## src/rtl/ucdp_clk_gate_ctrl_pkg.sv

```systemverilog
// Shared types and limits for the clock-gate controller.
package ucdp_clk_gate_ctrl_pkg;

   typedef enum logic [1:0] {StOff, StWake, StOn, StHold} state_e;

   localparam int unsigned NumReqMin  = 1;
   localparam int unsigned NumReqMax  = 16;
   localparam int unsigned WakeCycMin = 1;
   localparam int unsigned WakeCycMax = 15;
   localparam int unsigned IdleCycMin = 0;
   localparam int unsigned IdleCycMax = 255;

   function automatic int unsigned cnt_width(input int unsigned wake_cyc,
                                             input int unsigned idle_cyc);
      int unsigned m;
      m = (wake_cyc > idle_cyc) ? wake_cyc : idle_cyc;
      return $clog2(m + 1);
   endfunction

endpackage

```

## src/rtl/ucdp_clk_gate_ctrl_gate.sv

```systemverilog
// Glitch-free clock gate: enable is retimed on the falling edge so it only
// changes while clk_i is low.
module ucdp_clk_gate (
   input  logic clk_i,
   input  logic en_i,
   output logic clk_o
);

   logic en_lo;

   always_ff @(negedge clk_i) begin
      en_lo <= en_i;
   end

   assign clk_o = clk_i & en_lo;

endmodule

```

## src/rtl/ucdp_clk_gate_ctrl.sv

```systemverilog
// Request-driven clock-gate controller with wake latency and idle hysteresis.
module ucdp_clk_gate_ctrl
   import ucdp_clk_gate_ctrl_pkg::*;
#(
   parameter int unsigned NUM_REQ  = 2,
   parameter int unsigned WAKE_CYC = 2,
   parameter int unsigned IDLE_CYC = 3
) (
   input  logic               clk_i,
   input  logic               rst_i,
   input  logic [NUM_REQ-1:0] req_i,
   input  logic               force_on_i,
   output logic [NUM_REQ-1:0] ack_o,
   output logic               gclk_o,
   output logic               active_o
);

   localparam int unsigned CntW = cnt_width(WAKE_CYC, IDLE_CYC);

   state_e          state_q, state_d;
   logic [CntW-1:0] cnt_q, cnt_d;
   logic            en_q;
   logic            any;

   assign any = (|req_i) | force_on_i;

   always_ff @(posedge clk_i) begin
      if (rst_i) begin
         state_q <= StOff;
         cnt_q   <= '0;
         en_q    <= 1'b0;
      end else begin
         state_q <= state_d;
         cnt_q   <= cnt_d;
         en_q    <= (state_d != StOff);
      end
   end

   // Counter is loaded only on entry to WAKE/HOLD and saturates at zero.
   always_comb begin
      state_d = state_q;
      cnt_d   = cnt_q;
      unique case (state_q)
         StOff: begin
            if (any) begin
               state_d = StWake;
               cnt_d   = CntW'(WAKE_CYC - 1);
            end
         end
         StWake: begin
            if (cnt_q == '0) state_d = StOn;
            else             cnt_d   = cnt_q - CntW'(1);
         end
         StOn: begin
            if (!any) begin
               if (IDLE_CYC == 0) begin
                  state_d = StOff;
               end else begin
                  state_d = StHold;
                  cnt_d   = CntW'(IDLE_CYC - 1);
               end
            end
         end
         StHold: begin
            if (any)              state_d = StOn;
            else if (cnt_q == '0) state_d = StOff;
            else                  cnt_d   = cnt_q - CntW'(1);
         end
         default: state_d = StOff;
      endcase
   end

   always_comb begin
      ack_o    = req_i & {NUM_REQ{state_q == StOn}};
      active_o = en_q;
   end

   ucdp_clk_gate u_clk_gate (
      .clk_i (clk_i),
      .en_i  (en_q),
      .clk_o (gclk_o)
   );

endmodule

```

## config.mk

```make
export PLATFORM = sky130hd
export DESIGN_NAME = ucdp_clk_gate_ctrl
export DESIGN_NICKNAME = d
export VERILOG_FILES = /design/src/rtl/ucdp_clk_gate_ctrl_pkg.sv /design/src/rtl/ucdp_clk_gate_ctrl_gate.sv /design/src/rtl/ucdp_clk_gate_ctrl.sv
export SDC_FILE = /design/constraint.sdc
export NUM_CORES = 1
export LEC_CHECK = 0
export ABC_CLOCK_PERIOD_IN_PS = 2400
export BUFFER_PORTS_ARGS = -buffer_cell sky130_fd_sc_hd__clkbuf_2
export CAP_MARGIN = 10
export CORE_AREA = 5 5 42 44
export CTS_CLUSTER_DIAMETER = 40
export DETAILED_ROUTE_END_ITERATION = 8
export DIE_AREA = 0 0 47 49
export GPL_ROUTABILITY_DRIVEN = 0
export PLACE_DENSITY_LB_ADDON = 0.25
export REMOVE_ABC_BUFFERS = 1
export SYNTH_ARGS = -nofsm -noshare
export SYNTH_HDL_FRONTEND = slang
export SYNTH_SLANG_ARGS = --single-unit
```

## constraint.sdc

```tcl
create_clock -name clk_i -period 2.4 [get_ports clk_i]
set_input_delay 0.48 -clock clk_i [delete_from_list [all_inputs] [get_ports clk_i]]
set_output_delay 0.48 -clock clk_i [all_outputs]
set_load 0.1 [all_outputs]
```

==> flow_summary.yaml, run 1 <==
yosys:
  ys_warn_count: 0
  synth_cell_types: 22
  ys_seq_area_share_pct: 35.8
  synth_area_um2: 335
  synth_cells: 39
  avgSynthCellArea_um2: 8.60
  ys_ff_latch: 6
worst_setup_path:
  end_kind: "primary output"
  arrival_ns: 2.24
  start_kind: "flip-flop"
  critPathRequiredTime_ns: 1.92
  worstPathMaxFanout: 1
  critPathKind: "reg2out"
floorplan:
  die_y_um: 49
  fp-row-count: 14
  die_area_um2: 2300
  initial_core_util_pct: 23.9
  dieWidth_um: 47
  core_um2: 1400
  io_pins: 9
sta:
  max_slew_margin_pct: 64.1
  hold_slack_ns: 0.386
  clock_skew_ns: 0.0595
  final-hold-violation-count: 0
  setup_ws_ns: -0.320
  rsz0062_at_grt: "yes"
  setup_viol: 2
  tightestPinTransition_ns: 0.541
  slew_violations: 0
cells_and_area:
  multi_input_area_um2: 206
  final_common_cell: "clkbuf_2"
  syn_to_final_growth_pct: 39.6
  fillCellCount: 161
  final_area_um2: 468
  diodes: 0
  ff_latch_area_um2: 121
  num-nets-final: 61
  drive_gt1_share_pct: 35.2
  final_cell_mix: "clkbuf_2, clkbuf_4, dfxtp_1"
grt:
  grt_pass1_vias: 317
  grt_pass1_wl_mm: 1.24
  grt_max_degree: 10
  grt_usage_pct: 8.17
  grt_overflow_total: 0
  antenna_found_initial: 0
status:
  failed_checks: "negative setup slack"
  status: "complete, but fails checks"
drt:
  wl_um: 729
  vias_per_cell: 4.56
  drc: 0
  dr.pass1.iters: 3
  wl_per_cell_um: 10.4
  num_vias: 319
  drt-initial-drc-count: 5
  drtAntennaViolNets: 0
clocking:
  cts.repair.resized: 4
  insertion_delay_ns: 0.42
  cts_tree: "built"
  post_cts.repair.setup_buffers: 0
  clkSlewWorstSetupHoldPaths_ns: 0.05
  cts.hold.buffers_added: 0
job:
  drv_cap: 0
place:
  portBuffers: 8
  post-place-ws_ns: -0.106
  hpwl_um: 509
  placed_area_um2: 395
pwr:
  power_leakage_uw: 0.000196
  powerDensity_nw_per_um2: 1180
  max-vdd-ir-drop_uv: 431
hold_path:
  hold_class: "in2reg"
[path summary, 6_finish.rpt]
path,depth (start not counted),start,slack [ns],endpoint
setup / recovery,2,u_clk_gate.en_lo$_DFF_N_,-0.32,gclk_o
hold / removal,2,rst_i,0.39,state_q[0]$_SDFF_PP0_
setup reg to reg,0,active_o$_SDFF_PP0_,0.85,u_clk_gate.en_lo$_DFF_N_
hold reg to reg,2,cnt_q[0]$_SDFFE_PP0P_,0.54,cnt_q[0]$_SDFFE_PP0P_
[state kept, by name, indices dropped and copies added (netlist names)]
signal            cells
cnt_q                 2
state_q               2
active_o              1
u_clk_gate.en_lo      1
[per-stage QoR]
step                      setup TNS [ns]  power (uW)  std cells  utilization (%)
final                             -0.320         554         70             33.4
after CTS                         -0.320         561         70             33.3
after floorplan                   -0.299         304         39                -
after global routing              -0.378         598         70             33.4
after detailed placement          -0.106         337         63             28.2
after global placement           -0.0997         339         63             28.2
[cell families after synthesis]
family	count (synthesis)	synth area share (%)
AO/OA/AOI/OAI	9	19.4
adder cells (fa/ha/maj)	1	3.73
buffers and inverters	3	3.36
flip-flops	6	35.8
multiplexers	1	2.99
AND/OR/NAND/NOR	19	34.7
[cells in the mapped netlist, drive strengths merged]
| library cell | number | area (um2) |
|---|---|---|
| a21boi | 1 | 11.3 |
| a21oi | 1 | 5.00 |
| a31oi | 2 | 12.5 |
| and2 | 4 | 25.0 |
| dfxtp | 6 | 120 |
| ha | 1 | 12.5 |
| inv | 3 | 11.3 |
| mux2i | 1 | 10.0 |
| nand2 | 1 | 3.75 |
| nand2b | 1 | 6.26 |
| nand3 | 1 | 5.00 |
| nor2 | 3 | 11.3 |
| nor2b | 1 | 6.26 |
| nor3 | 2 | 10.0 |
| nor3b | 3 | 27.5 |
| nor4 | 1 | 6.26 |
| nor4b | 1 | 8.76 |
| o21ai | 3 | 15.0 |
| o221ai | 1 | 8.76 |
| o31ai | 1 | 12.5 |
| or3 | 1 | 6.26 |
[power breakdown]
part / internal, uW / switching (uW) / total, uW
Sequential: 116 / 19.2 / 135
Clock: 170 / 132 / 302
Combinational: 42.5 / 74.7 / 117
Total: 328 / 226 / 554
[critical path, cell delays in order, from the launching register on]
cell and delay [ns]:
dfxtp_2 0.30, and2_4 0.13, clkbuf_16 0.19
[final cells by class]
| class | instances | share of cell area, % |
|---|---|---|
| Multi-Input combinational cell | 30 | 44.1 |
| Clock buffer | 8 | 15.8 |
| Tap cell | 16 | 4.28 |
| Sequential cell | 6 | 25.9 |
| Timing Repair Buffer | 7 | 7.49 |
| Inverter | 2 | 1.60 |
| Clock inverter | 1 | 0.802 |
[routing by layer]
layer / wire (um) / global-route usage, % / share of wire, % / vias up
met5: 0 / 0 / 0 / -
met4: 25 / 10.6 / 3.4 / 0
met3: 62 / 6.64 / 8.5 / 4
met2: 285 / 6.33 / 39 / 15
met1: 356 / 10.3 / 49 / 130
li1: - / - / - / 170
Note: power is estimated with default switching activity, not from simulation.
==> run 2: changes to the inputs <==
Settings changed: BUFFER_PORTS_ARGS -buffer_cell sky130_fd_sc_hd__clkbuf_2 to not set, DONT_BUFFER_PORTS set to 1, SKIP_CTS_REPAIR_TIMING set to 1.
==> run 2 against run 1 <==
  * The run still ends with negative setup slack left
  * Global-route usage barely moved
  * Clock power down 15%
  * Largest cell class unchanged
  * Utilization decreased by 2.8 points
  * Final cell count shrank 7.1%
  * Sequential cell count did not move
  * Wire length is 4.9% lower
  * Critical endpoint unchanged
  * Clock-buffer cell count down 1
  * Critical path depth down 1
==> flow_summary.yaml, run 2 (same netlist as run 1, synthesis figures left out) <==
sta:
  setup_viol: 2
  slew_violations: 0
  max_slew_margin_pct: 80.3
  clock_skew_ns: 0.0657
  setup_ws_ns: -0.314
  final-hold-violation-count: 0
  tightestPinTransition_ns: 0.294
  rsz0062_at_grt: "yes"
floorplan:
  initial_core_util_pct: 23.9
  fp-row-count: 14
  die_area_um2: 2300
  dieWidth_um: 47
  io_pins: 9
  die_y_um: 49
  core_um2: 1400
worst_setup_path:
  worstPathMaxFanout: 1
  regToRegSetupSlack_ns: 0.86
  r2r_start: "active_o$_SDFF_PP0_"
  arrival_ns: 2.23
  end_kind: "primary output"
  crit_buf_inv: 0
  critPathKind: "reg2out"
  cp_slowest_stage_delay_ns: 0.32
  regToRegEndpoint: "u_clk_gate.en_lo$_DFF_N_"
  start_kind: "flip-flop"
  reg2reg_depth: 0
  critPathRequiredTime_ns: 1.92
  crit_slowest_cell: "and2_4"
  crit_chain: "and2_4"
  cp_top_family: "simple AND/OR/NAND/NOR gates"
drt:
  drtAntennaViolNets: 0
  wl_per_cell_um: 10.7
  drc: 0
  dr.pass1.iters: 4
  vias_per_cell: 4.77
  wl_um: 693
  drt-initial-drc-count: 2
  num_vias: 310
cells_and_area:
  top_regs: "cnt_q (2), state_q (2)"
  diodes: 0
  final_cell_mix: "dfxtp_1, clkbuf_4"
  num-nets-final: 56
  stdcell_count: 65
  drive_gt1_share_pct: 26.5
  syn_to_final_growth_pct: 28.0
  final_area_um2: 429
clocking:
  cts_tree: "built"
  clkSlewWorstSetupHoldPaths_ns: 0.05
  insertion_delay_ns: 0.42
grt:
  grt_usage_pct: 8.19
  antenna_found_initial: 0
  grt_max_degree: 10
  grt_pass1_vias: 295
  grt_pass1_wl_mm: 1.19
  grt_overflow_total: 0
pwr:
  max-vdd-ir-drop_uv: 469
  powerDensity_nw_per_um2: 1180
  power_leakage_uw: 0.000170
place:
  placed_area_um2: 378
  portBuffers: 0
  dpl.cell_count: 58
status:
  status: "complete, but fails checks"
  failed_checks: "negative setup slack"
hold_path:
  hold_class: "in2reg"
  holdPathStages: 1
  hold_path_startpoint: "rst_i"
  hold_end: "cnt_q[0]$_SDFFE_PP0P_"
job:
  drv_cap: 0
## run 2: cell type report
cell class / instances / area (um2)
fill: 169 / 972
tap: 16 / 20.0
timing repair buffer: 3 / 22.5
sequential: 6 / 120
clock buffer: 7 / 48.8
multi-input combinational: 30 / 206
clock inverter: 1 / 3.75
inverter: 2 / 7.51
## run 2: worst max path at each step
stage | from | to | slack, ns | cells past startpoint
floorplan | u_clk_gate.en_lo$_DFF_N_ | gclk_o | -0.30 | 1
global placement | u_clk_gate.en_lo$_DFF_N_ | gclk_o | -0.30 | 1
detailed placement | u_clk_gate.en_lo$_DFF_N_ | gclk_o | -0.30 | 1
CTS | u_clk_gate.en_lo$_DFF_N_ | gclk_o | -0.75 | 1
global route | u_clk_gate.en_lo$_DFF_N_ | gclk_o | -0.39 | 1
finish | u_clk_gate.en_lo$_DFF_N_ | gclk_o | -0.31 | 1
## run 2: power breakdown
part / internal, uW / total [uW] / switching [uW]
registers: 116 / 135 / 19.2
logic: 43.2 / 115 / 71.4
clock network: 132 / 257 / 125
total: 291 / 507 / 216
## run 2: per-stage QoR
stage	utilization (%)	hold slack (ns)	setup TNS, ns	power [uW]	setup WS, ns
2_1_floorplan	-	0.488	-0.299	304	-0.299
3_3_place_gp	27.0	0.517	-0.301	327	-0.301
3_5_place_dp	27.0	0.514	-0.300	327	-0.300
4_1_cts	30.4	0.172	-0.754	507	-0.754
5_1_grt	30.6	0.155	-0.387	548	-0.387
6_report	30.6	0.184	-0.314	507	-0.314
## run 2: per-layer routing
| metal | vias up | part of all wire, % | track usage, % |
|---|---|---|---|
| met5 | - | 0 | 0 |
| met4 | 0 | 2.5 | 8.76 |
| met3 | 3 | 11 | 9.59 |
| met2 | 17 | 39 | 7.01 |
| met1 | 128 | 47 | 8.85 |
| li1 | 162 | - | - |
==> run 3: changes to the inputs <==
Settings changed: PLACE_DENSITY_LB_ADDON 0.25 to not set, SLEW_MARGIN set to 10.
==> run 3 against run 2 <==
  * Clock power is essentially flat
  * Setup slack lost 0.0090 ns
  * Highest routed layer is now met3
  * Critical endpoint unchanged
  * Final cell count is the same
  * Sequential cell count is the same
  * The run still ends with negative setup slack left
  * Via count shrank 0.65%
==> flow_summary.yaml, run 3 (same netlist as run 1, synthesis figures left out) <==
sta:
  setup_viol: 2
  rsz0062_at_grt: "yes"
  tightestPinTransition_ns: 0.289
  final-hold-violation-count: 0
  setup_ws_ns: -0.323
  clock_skew_ns: 0.0632
  max_slew_margin_pct: 80.6
  slew_violations: 0
grt:
  grt_pass1_vias: 325
  grt_pass1_wl_mm: 1.28
  grt_max_degree: 10
  grt_usage_pct: 8.09
  grt_overflow_total: 0
  antenna_found_initial: 0
worst_setup_path:
  critPathRequiredTime_ns: 1.92
  worstPathMaxFanout: 1
  arrival_ns: 2.24
  cp_top_family: "simple AND/OR/NAND/NOR gates"
  crit_chain: "and2_4"
  critPathKind: "reg2out"
  cp_slowest_stage_delay_ns: 0.32
  end_kind: "primary output"
  start_kind: "flip-flop"
  crit_slowest_cell: "and2_4"
  crit_buf_inv: 0
cells_and_area:
  fillCellCount: 157
  diodes: 0
  final_cell_mix: "clkbuf_4, dfxtp_1"
  num-nets-final: 56
  final_common_cell: "clkbuf_4"
  drive_gt1_share_pct: 28.6
  syn_to_final_growth_pct: 28.4
  top_regs: "cnt_q (2), state_q (2)"
  stdcell_count: 65
  fin_util_pct: 30.7
drt:
  drt-initial-drc-count: 6
  vias_per_cell: 4.74
  wl_per_cell_um: 10.7
  num_vias: 308
  drtAntennaViolNets: 0
  drc: 0
  wl_um: 693
  dr.pass1.iters: 4
pwr:
  p_switching_uw: 217
  combPwrFrac_pct: 22.3
  power_leakage_uw: 0.000170
  max-vdd-ir-drop_uv: 547
  pwr-share-clk_pct: 51.2
  intPower_uw: 291
  swShare_pct: 42.7
  seqPwrFrac_pct: 26.5
  powerDensity_nw_per_um2: 1180
place:
  post-place-ws_ns: -0.304
  dpl.cell_count: 58
  hpwl_um: 501
  portBuffers: 0
status:
  failed_checks: "negative setup slack"
  status: "complete, but fails checks"
clocking:
  insertion_delay_ns: 0.42
  clkSlewWorstSetupHoldPaths_ns: 0.05
  cts_tree: "built"
floorplan:
  dieWidth_um: 47
  fp-row-count: 14
  io_pins: 9
  initial_core_util_pct: 23.9
  die_area_um2: 2300
  core_um2: 1400
  die_y_um: 49
job:
  drv_cap: 0
hold_path:
  hold_class: "in2reg"
==> run 3: cell counts in the layout (fill, tap and decap cells not counted) <==
No cell type changed its count.
==> run 3: worst paths after layout <==
| path | from | endpoint | slack, ns | cells after the start |
|---|---|---|---|---|
| min | rst_i | cnt_q[0]$_SDFFE_PP0P_ | 0.18 | 1 |
| max | u_clk_gate.en_lo$_DFF_N_ | gclk_o | -0.32 | 1 |
| min reg2reg | cnt_q[0]$_SDFFE_PP0P_ | cnt_q[0]$_SDFFE_PP0P_ | 0.52 | 2 |
| max reg2reg | active_o$_SDFF_PP0_ | u_clk_gate.en_lo$_DFF_N_ | 0.85 | 0 |
==> run 3: layer usage <==
metal	GRT usage, %	wire (um)	up-vias
met2	8.37	313	10
met5	0	0	-
li1	-	-	161
met3	7.75	60	0
met4	4.61	0	0
met1	10.3	319	137
==> run 3: final cells by class <==
cell class	instances	area (um2)	area share, %
clock buffers	7	48.8	11.3
clock inverters	1	3.75	0.872
inverters	2	7.51	1.74
multi-input cells	30	206	48.0
flip-flops and latches	6	121	28.2
well taps	16	20.0	4.65
repair buffers	3	22.5	5.23
==> run 3: power by group through the flow <==
stage | registers [uW] | clock network, uW | logic (uW)
detailed placement | 135 | 76.8 | 113
floorplan | 140 | 76.8 | 87.2
global placement | 136 | 76.8 | 112
finish | 135 | 260 | 113
global route | 139 | 283 | 125
CTS | 134 | 260 | 113
==> run 3: metrics by stage <==
stage / total power, uW / hold WS (ns) / setup TNS, ns / area, um2
global route: 547 / 0.159 / -0.380 / 430
global placement: 325 / 0.504 / -0.302 / 378
floorplan: 304 / 0.488 / -0.299 / 335
finish: 508 / 0.183 / -0.323 / 430
CTS: 508 / 0.169 / -0.753 / 427
detailed placement: 325 / 0.516 / -0.304 / 378
